`src/rtl/dut_pkg.sv`:
```
// Shared types and helpers for the elastic pipeline.
// Stage state encoding and level-counter sizing.
package dut_pkg;

  typedef enum logic [1:0] {
    EMPTY = 2'd0,
    BUSY  = 2'd1,
    FULL  = 2'd2
  } stage_state_e;

  function automatic int level_w(input int stages);
    return $clog2(2 * stages + 1);
  endfunction

endpackage

```
`src/rtl/dut_skid_stage.sv`:
```
// One two-entry skid buffer with registered handshakes.
// The skid register absorbs the word in flight while ready drops.
module dut_skid_stage
  import dut_pkg::*;
#(
  parameter int WIDTH = 8
) (
  input  logic             i_clk,
  input  logic             i_rst,
  input  logic             i_flush,
  input  logic             i_valid,
  input  logic [WIDTH-1:0] i_data,
  output logic             o_ready,
  output logic             o_valid,
  output logic [WIDTH-1:0] o_data,
  input  logic             i_ready
);

  stage_state_e     state;
  logic [WIDTH-1:0] main_q;
  logic [WIDTH-1:0] skid_q;
  logic             ready_q;
  logic             valid_q;
  logic             in_xfer;
  logic             out_xfer;

  assign in_xfer  = i_valid & ready_q;
  assign out_xfer = valid_q & i_ready;

  assign o_ready = ready_q;
  assign o_valid = valid_q;
  assign o_data  = main_q;

  // Stage FSM; ready/valid are registered alongside the state.
  always_ff @(posedge i_clk) begin
    if (i_rst) begin
      state   <= EMPTY;
      main_q  <= '0;
      skid_q  <= '0;
      valid_q <= 1'b0;
      ready_q <= 1'b1;
    end else if (i_flush) begin
      state   <= EMPTY;
      valid_q <= 1'b0;
      ready_q <= 1'b1;
    end else begin
      unique case (state)
        EMPTY: begin
          if (in_xfer) begin
            main_q  <= i_data;
            state   <= BUSY;
            valid_q <= 1'b1;
          end
        end
        BUSY: begin
          if (in_xfer && !out_xfer) begin
            skid_q  <= i_data;
            state   <= FULL;
            ready_q <= 1'b0;
          end else if (!in_xfer && out_xfer) begin
            state   <= EMPTY;
            valid_q <= 1'b0;
          end else if (in_xfer && out_xfer) begin
            main_q <= i_data;
          end
        end
        FULL: begin
          if (out_xfer) begin
            main_q  <= skid_q;
            state   <= BUSY;
            ready_q <= 1'b1;
          end
        end
        default: begin
          state   <= EMPTY;
          valid_q <= 1'b0;
          ready_q <= 1'b1;
        end
      endcase
    end
  end

endmodule

```
`src/rtl/dut_pipeline.sv`:
```
// Elastic WIDTH x STAGES pipeline of skid stages.
// Owns the occupancy counter; stages carry the data.
module dut_pipeline
  import dut_pkg::*;
#(
  parameter int WIDTH  = 8,
  parameter int STAGES = 2
) (
  input  logic                         i_clk,
  input  logic                         i_rst,
  input  logic                         i_flush,
  input  logic                         i_valid,
  input  logic [WIDTH-1:0]             i_data,
  output logic                         o_ready,
  output logic                         o_valid,
  output logic [WIDTH-1:0]             o_data,
  input  logic                         i_ready,
  output logic [level_w(STAGES)-1:0]   o_level
);

  localparam int LW = level_w(STAGES);

  if (WIDTH < 1 || STAGES < 1) begin : g_bad_param
    $error("dut_pipeline: WIDTH and STAGES must be >= 1");
  end

  logic [STAGES:0]  vld;
  logic [STAGES:0]  rdy;
  logic [WIDTH-1:0] dat [STAGES+1];
  logic [LW-1:0]    level_q;
  logic             in_xfer;
  logic             out_xfer;

  assign vld[0]      = i_valid;
  assign dat[0]      = i_data;
  assign rdy[STAGES] = i_ready;
  assign o_ready     = rdy[0];
  assign o_valid     = vld[STAGES];
  assign o_data      = dat[STAGES];

  for (genvar g = 0; g < STAGES; g++) begin : g_stage
    dut_skid_stage #(
      .WIDTH(WIDTH)
    ) u_stage (
      .i_clk  (i_clk),
      .i_rst  (i_rst),
      .i_flush(i_flush),
      .i_valid(vld[g]),
      .i_data (dat[g]),
      .o_ready(rdy[g]),
      .o_valid(vld[g+1]),
      .o_data (dat[g+1]),
      .i_ready(rdy[g+1])
    );
  end

  assign in_xfer  = i_valid & rdy[0];
  assign out_xfer = vld[STAGES] & i_ready;
  assign o_level  = level_q;

  // Occupancy: +1 per input, -1 per output, cleared by flush.
  always_ff @(posedge i_clk) begin
    if (i_rst) begin
      level_q <= '0;
    end else if (i_flush) begin
      level_q <= '0;
    end else if (in_xfer && !out_xfer) begin
      level_q <= level_q + 1'b1;
    end else if (!in_xfer && out_xfer) begin
      level_q <= level_q - 1'b1;
    end
  end

endmodule

```
`config.mk`:
```
export PLATFORM = sky130hd
export DESIGN_NAME = dut_pipeline
export DESIGN_NICKNAME = d
export VERILOG_FILES = /design/src/rtl/dut_pkg.sv /design/src/rtl/dut_skid_stage.sv /design/src/rtl/dut_pipeline.sv
export SDC_FILE = /design/constraint.sdc
export NUM_CORES = 1
export LEC_CHECK = 0
export BUFFER_PORTS_ARGS = -buffer_cell sky130_fd_sc_hd__buf_2
export CORE_AREA = 2 2 91 58
export CTS_CLUSTER_SIZE = 30
export DETAILED_ROUTE_END_ITERATION = 8
export DIE_AREA = 0 0 93 60
export GPL_ROUTABILITY_DRIVEN = 0
export PLACE_DENSITY = 0.63
export SYNTH_ARGS = -nofsm -noshare
export SYNTH_HDL_FRONTEND = slang
export SYNTH_SLANG_ARGS = --single-unit
```
`constraint.sdc`:
```
create_clock -name i_clk -period 2.2 [get_ports i_clk]
set_input_delay 0.22 -clock i_clk [delete_from_list [all_inputs] [get_ports i_clk]]
set_output_delay 0.22 -clock i_clk [all_outputs]
set_load 0.05 [all_outputs]
```
# ---- Word level (Yosys, flattened, before mapping)
# Cells that the tools add are included.
dict set report word_totals {
  reg_bits 43
  latch_bits 0
  ramBits 0
  mem_bits_ro 0
  input_bits 13
  elab_cells 104
  memories 0
}
dict set report classes {
  addsub 2
  n_mul 0
  div_mod_pow 0
  n_lt_le_gt_ge 0
  eq_ne 20
  n_shift 0
  n_mux 36
  bitwise 8
  reduce_logical 27
}
# operator count
set ops {}
lappend ops {{2-to-1 mux 8 bit} 10}
lappend ops {{case mux 8 bit (3 select lines)} 2}
lappend ops {{!= test 2 x 1 -> 1 bit, second input constant} 9}
lappend ops {{AND reduction 3 bit} 6}
lappend ops {{2-to-1 mux 2 bit} 7}
lappend ops {{AND reduction 7 bit} 2}
lappend ops {{case mux 1 bit (3 select lines)} 4}
lappend ops {{case mux 2 bit (3 select lines)} 2}
lappend ops {{!= test 2 bit, second input constant} 5}
lappend ops {{2-to-1 mux 1 bit} 9}
lappend ops {{logical AND 1 bit} 8}
lappend ops {{AND reduction 4 bit} 2}
lappend ops {{2-to-1 mux 3 bit} 2}
lappend ops {{!= test 3 x 1 -> 1 bit, second input constant} 2}
lappend ops {{nonzero test 3 bit} 2}
lappend ops {{inverter 1 bit} 5}
lappend ops {{== test 2 x 1 -> 1 bit, second input constant} 2}
lappend ops {{== test 2 bit, second input constant} 2}
lappend ops {{zero test 2 bit} 2}
lappend ops {{adder 3 x 1 -> 3 bit, second input constant} 1}
lappend ops {{bitwise AND 1 bit} 3}
lappend ops {{zero test 1 bit} 3}
lappend ops {{subtractor 3 x 1 -> 3 bit, second input constant} 1}
lappend ops {{nonzero test 2 bit} 1}
lappend ops {{OR reduction 2 bit} 1}

# ---- Longest topological paths before layout
dict set report logic_depth {
  word_depth 6
  depth_mapped 9
}

# ---- Cells and area by module
# Synthesis repeated with hierarchy kept, for this count alone.
dict set report hier_totals {
  cells_unflattened 208
  hier_area_um2 2154.6
}
# mod n_inst cells_each area_each_um2 seq_area_each_um2
set modules_own_cells {}
lappend modules_own_cells {dut_skid_stage 2 96 996.0 400.4}
lappend modules_own_cells {dut_pipeline 1 16 162.7 60.1}

# ---- Worst setup path before layout
# OpenSTA, ideal clock, no wires.
dict set report synth_path {
  path_kind {register to register}
  start {reg g_stage[0].u_stage.ready_q}
  end {reg level_q[2], in the netlist o_level[2]}
  setup_time_ns 0.070
  arrival_time_ns 2.110
  path_slack_ns 0.020
  path_stages_with_launch 9
  n_path_buf 0
  cell_sequence {dfxtp_1 nand2_1 inv_1 ha_1 inv_1 fa_1 xor2_1 or3_1 a21oi_1}
}
dict set report synth_via {
  elab_chain_cells 4
  elab_cells_between_ends 6
  cone_classes {1 x mux; 1 x bitwise; 4 x reduce/logical}
}
# item line_no
set synth_rtl {}
lappend synth_rtl {{start, declared} dut_skid_stage.sv:22} ;# logic ready_q;
lappend synth_rtl {{start signal, assigned} dut_skid_stage.sv:41} ;# ready_q <= 1'b1;
lappend synth_rtl {{start signal, assigned} dut_skid_stage.sv:45} ;# ready_q <= 1'b1;
lappend synth_rtl {{start signal, assigned} dut_skid_stage.sv:59} ;# ready_q <= 1'b0;
lappend synth_rtl {{bitwise AND 1 bit *} dut_pipeline.sv:57} ;# assign in_xfer = i_valid & rdy[0];
lappend synth_rtl {{zero test 1 bit} dut_pipeline.sv:69} ;# end else if (!in_xfer && out_xfer) begin
lappend synth_rtl {{logical AND 1 bit} dut_pipeline.sv:69}
lappend synth_rtl {{nonzero test 2 bit (no line)} -}
lappend synth_rtl {{end signal, assigned} dut_pipeline.sv:68} ;# level_q <= level_q + 1'b1;
lappend synth_rtl {{end signal, assigned} dut_pipeline.sv:70} ;# level_q <= level_q - 1'b1;
lappend synth_rtl {{end, declared} dut_pipeline.sv:30} ;# logic [LW-1:0] level_q;
# Mark *: on every way between the ends. The rest lies on a longest branch, timed or not.
# A chain may end at the register's enable or synchronous reset.

# ---- Worst setup path after layout
dict set report layout_path {
  start {reg g_stage[1].u_stage.valid_q}
  end {reg level_q[2], in the netlist o_level[2]}
}
dict set report layout_via {
  elab_chain_cells 4
  elab_cells_between_ends 6
  cone_classes {1 x mux; 1 x bitwise; 4 x reduce/logical}
}
# item line_no
set layout_rtl {}
lappend layout_rtl {{start, declared} dut_skid_stage.sv:23} ;# logic valid_q;
lappend layout_rtl {{start signal, assigned} dut_skid_stage.sv:40} ;# valid_q <= 1'b0;
lappend layout_rtl {{start signal, assigned} dut_skid_stage.sv:44} ;# valid_q <= 1'b0;
lappend layout_rtl {{start signal, assigned} dut_skid_stage.sv:52} ;# valid_q <= 1'b1;
lappend layout_rtl {{bitwise AND 1 bit *} dut_pipeline.sv:58} ;# assign out_xfer = vld[STAGES] & i_ready;
lappend layout_rtl {{zero test 1 bit} dut_pipeline.sv:67} ;# end else if (in_xfer && !out_xfer) begin
lappend layout_rtl {{logical AND 1 bit} dut_pipeline.sv:67}
lappend layout_rtl {{2-to-1 mux 3 bit or nonzero test 2 bit (tied branches)} -}
# Marks and branches as above.

==> results.yml <==
status:
  status: "finished, final reports clean"
sta:
  holdWs_ns: 0.1827
  fmax_mhz: 513.5
  fin_skew_ns: 0.008021
  setup_violations: 0
  min_period_ns: 1.948
  drv_slew: 0
  relSlewSlack_pct: 64.74
  tightest_slew_ns: 0.5272
  hold_viol_final: 0
  period_share_pct: 88.53
  grt_setup_unrepaired: "no"
  fin_ws_ns: 0.2524
  fin_setup_tns_ns: 0
route:
  drt_wl_total_mm: 4.222
  drt-vias-per-instance: 5.200
  first_pass_iters: 4
  dr_total_vias: 1586
  drcViolationCount: 0
  dr.first_iter.drc_count: 66
  wl_per_cell_um: 13.84
  ant_nets: 0
synth:
  synth_most_common_cell: "dfxtp_1"
  netlist_top_cells_count: "dfxtp_1 (43), mux2i_1 (25), nor2_1 (20)"
  yosysWarnings: 0
  synth_area_mm2: 0.002066
  synth_edf_count: 0
  synth_top_family_by_area: "compound AO/OA/AOI/OAI gates"
  yosysUniqueCellTypes: 40
  netlist.area_leader.share_pct: 41.67
  synth_compound_area_share_pct: 18.72
  synth_area_leader_cell: "dfxtp_1"
  synth-seq-cells: 43
  avgSynthCellArea_um2: 9.347
  synthTopCellsByArea: "dfxtp_1 (42%), mux2i_1 (12%), a21oi_1 (3.9%)"
  synth_mux_area_share_pct: 12.11
  syn-num-nets: 236
  synth_xor_area_share_pct: 0.8480
  ys_async_sr_fraction_pct: 0
  synthAdderAreaFrac_pct: 1.575
  synthSimpleGateAreaFrac_pct: 17.69
  yosysSeqAreaShare_pct: 41.67
  synthCells: 221
  ys.flop_type: "dfxtp_1"
critical_path:
  cp.required_ns: 2.43
  rrSetupSlack_ns: 0.25
  start_kind: "flip-flop"
  r2r_cells: 8
  critical_path_arrival_ns: 2.18
  crit_slowest_cell: "fa_1"
  crit_chain: "and2_1, inv_1, ha_1, inv_1, fa_1, xor2_1, or3_1, a21oi_1"
  crit_top_cell: "inv_1"
  crit_buf_inv: 2
  endpoint_kind: "flip-flop"
  critPathMaxFanout: 7
  path_class: "reg2reg"
  slowest_delay_ns: 0.37
  cp_top_family: "adder cells"
  crit_cells: 8
worst_hold_path:
  hold_depth: 3
  hold_class: "in2reg"
die:
  rows: 20
  die_h_um: 60
  die_w_um: 93
  ios: 26
  die_area_mm2: 0.005580
  floorplan.initialDensity_pct: 42.99
  coreArea_mm2: 0.004805
flow_run:
  maxCapViolCount: 0
clock_tree:
  clock_latency_ns: 0.29
  cts_resized: 0
  post_cts_buffers: 0
  h-tree-depth: 2
  root_buffer: "clkbuf_8"
  cts_sinks: 43
  cts_tree: "done"
  cts_max_path_buffers: 2
  cts_hold_buf: 0
  numCtsBuffers: 5
  clkTransAtPathRegs_ns: 0.08
layout:
  fin_util_pct: 47.71
  final_cells: 305
  fin_nets: 253
  diodes: 0
  drive_gt1_share_pct: 20.92
  area_growth_pct: 10.96
  design_area_mm2: 0.002292
global_routing:
  track_usage_pct: 16.19
  grt_pass1_vias: 1390
  grt_max_degree: 19
  grt_pass1_wl_mm: 6.851
  grt_overflow: 0
  antenna_found_initial: 0
placed_design:
  placedCellCount: 297
  place_area_mm2: 0.002192
  preCtsSetupSlack_ns: 0.2542
  dp_hpwl_mm: 3.062
  port_buffers: 25
power:
  p_leak_nw: 0.9853
  total_power_mw: 1.585
  ir_drop_mv: 0.3514
  power_density_mw_per_mm2: 691.4
-- cell families (layout without fill, tap and decap cells) --
group / count (synthesis) / in the layout
AOI/OAI and AO/OA: 54 / 54
and+or+nand+nor: 69 / 69
buffers and inverters: 26 / 44
xor gates and xnor gates: 2 / 2
DFF: 43 / 43
adders and majority gates: 2 / 2
muxes: 25 / 25
-- state kept, by name, indices dropped and copies added (netlist names) --
name	count
g_stage.u_stage.o_valid	2
g_stage.u_stage.skid_q	16
g_stage.u_stage.state	4
g_stage.u_stage.o_data	16
o_level	3
g_stage.u_stage.o_ready	2
-- final cells by class --
type / count / area [um2]
Sequential cell: 43 / 860.8
Timing Repair Buffer: 33 / 185.2
Inverter: 3 / 11.26
Clock buffer: 8 / 100.1
Tap cell: 66 / 82.58
Multi-Input combinational cell: 152 / 1052
Fill cell: 478 / 2512
-- final timing paths --
path / startpoint / to
max reg2reg: g_stage[1].u_stage.o_valid / o_level[2]
min: i_data[4] / g_stage[0].u_stage.skid_q[4]
max: g_stage[1].u_stage.o_valid / o_level[2]
min reg2reg: g_stage[1].u_stage.o_data[0] / g_stage[1].u_stage.o_data[0]
-- worst reg2reg max path: stages (launching register included) --
cell,delay (ns)
dfxtp_1,0.35
and2_1,0.22
inv_1,0.10
ha_1,0.18
inv_1,0.06
fa_1,0.37
xor2_1,0.18
or3_1,0.30
a21oi_1,0.13
-- power breakdown --
| part | switching, mW | leakage (nW) | internal, mW |
|---|---|---|---|
| sequential | 0.0264 | 0.349 | 0.807 |
| combinational | 0.129 | 0.585 | 0.0795 |
| clock | 0.257 | 0.0515 | 0.287 |
-- routing by layer --
layer / wire length, um / global-route usage, % / part of all wire (%)
met3: 264 / 4.288 / 6.3
met1: 2338 / 25.23 / 55
met2: 1620 / 21.53 / 38
met5: 0 / 0 / 0
met4: 0 / 4.412 / 0
-- cells in the final DEF, fill, tap and decap left out, types with 2 or more instances in the layout --
cell type | synthesis | layout
and2_1 | 2 | 2
nand3b_1 | 3 | 3
o32a_1 | 8 | 8
a21oi_1 | 16 | 16
nand3_1 | 4 | 4
nor3_1 | 9 | 9
inv_1 | 3 | 3
and3b_1 | 2 | 2
o21bai_1 | 3 | 3
o21a_1 | 3 | 3
nand2_1 | 17 | 17
a211oi_2 | 2 | 2
dfxtp_1 | 43 | 43
clkbuf_8 | 0 | 7
mux2i_1 | 25 | 25
buf_4 | 8 | 8
xor2_1 | 2 | 2
nor2_1 | 20 | 20
a211oi_1 | 8 | 8
o21ai_0 | 11 | 11
buf_2 | 2 | 25
(Power assumes the default switching activity.)
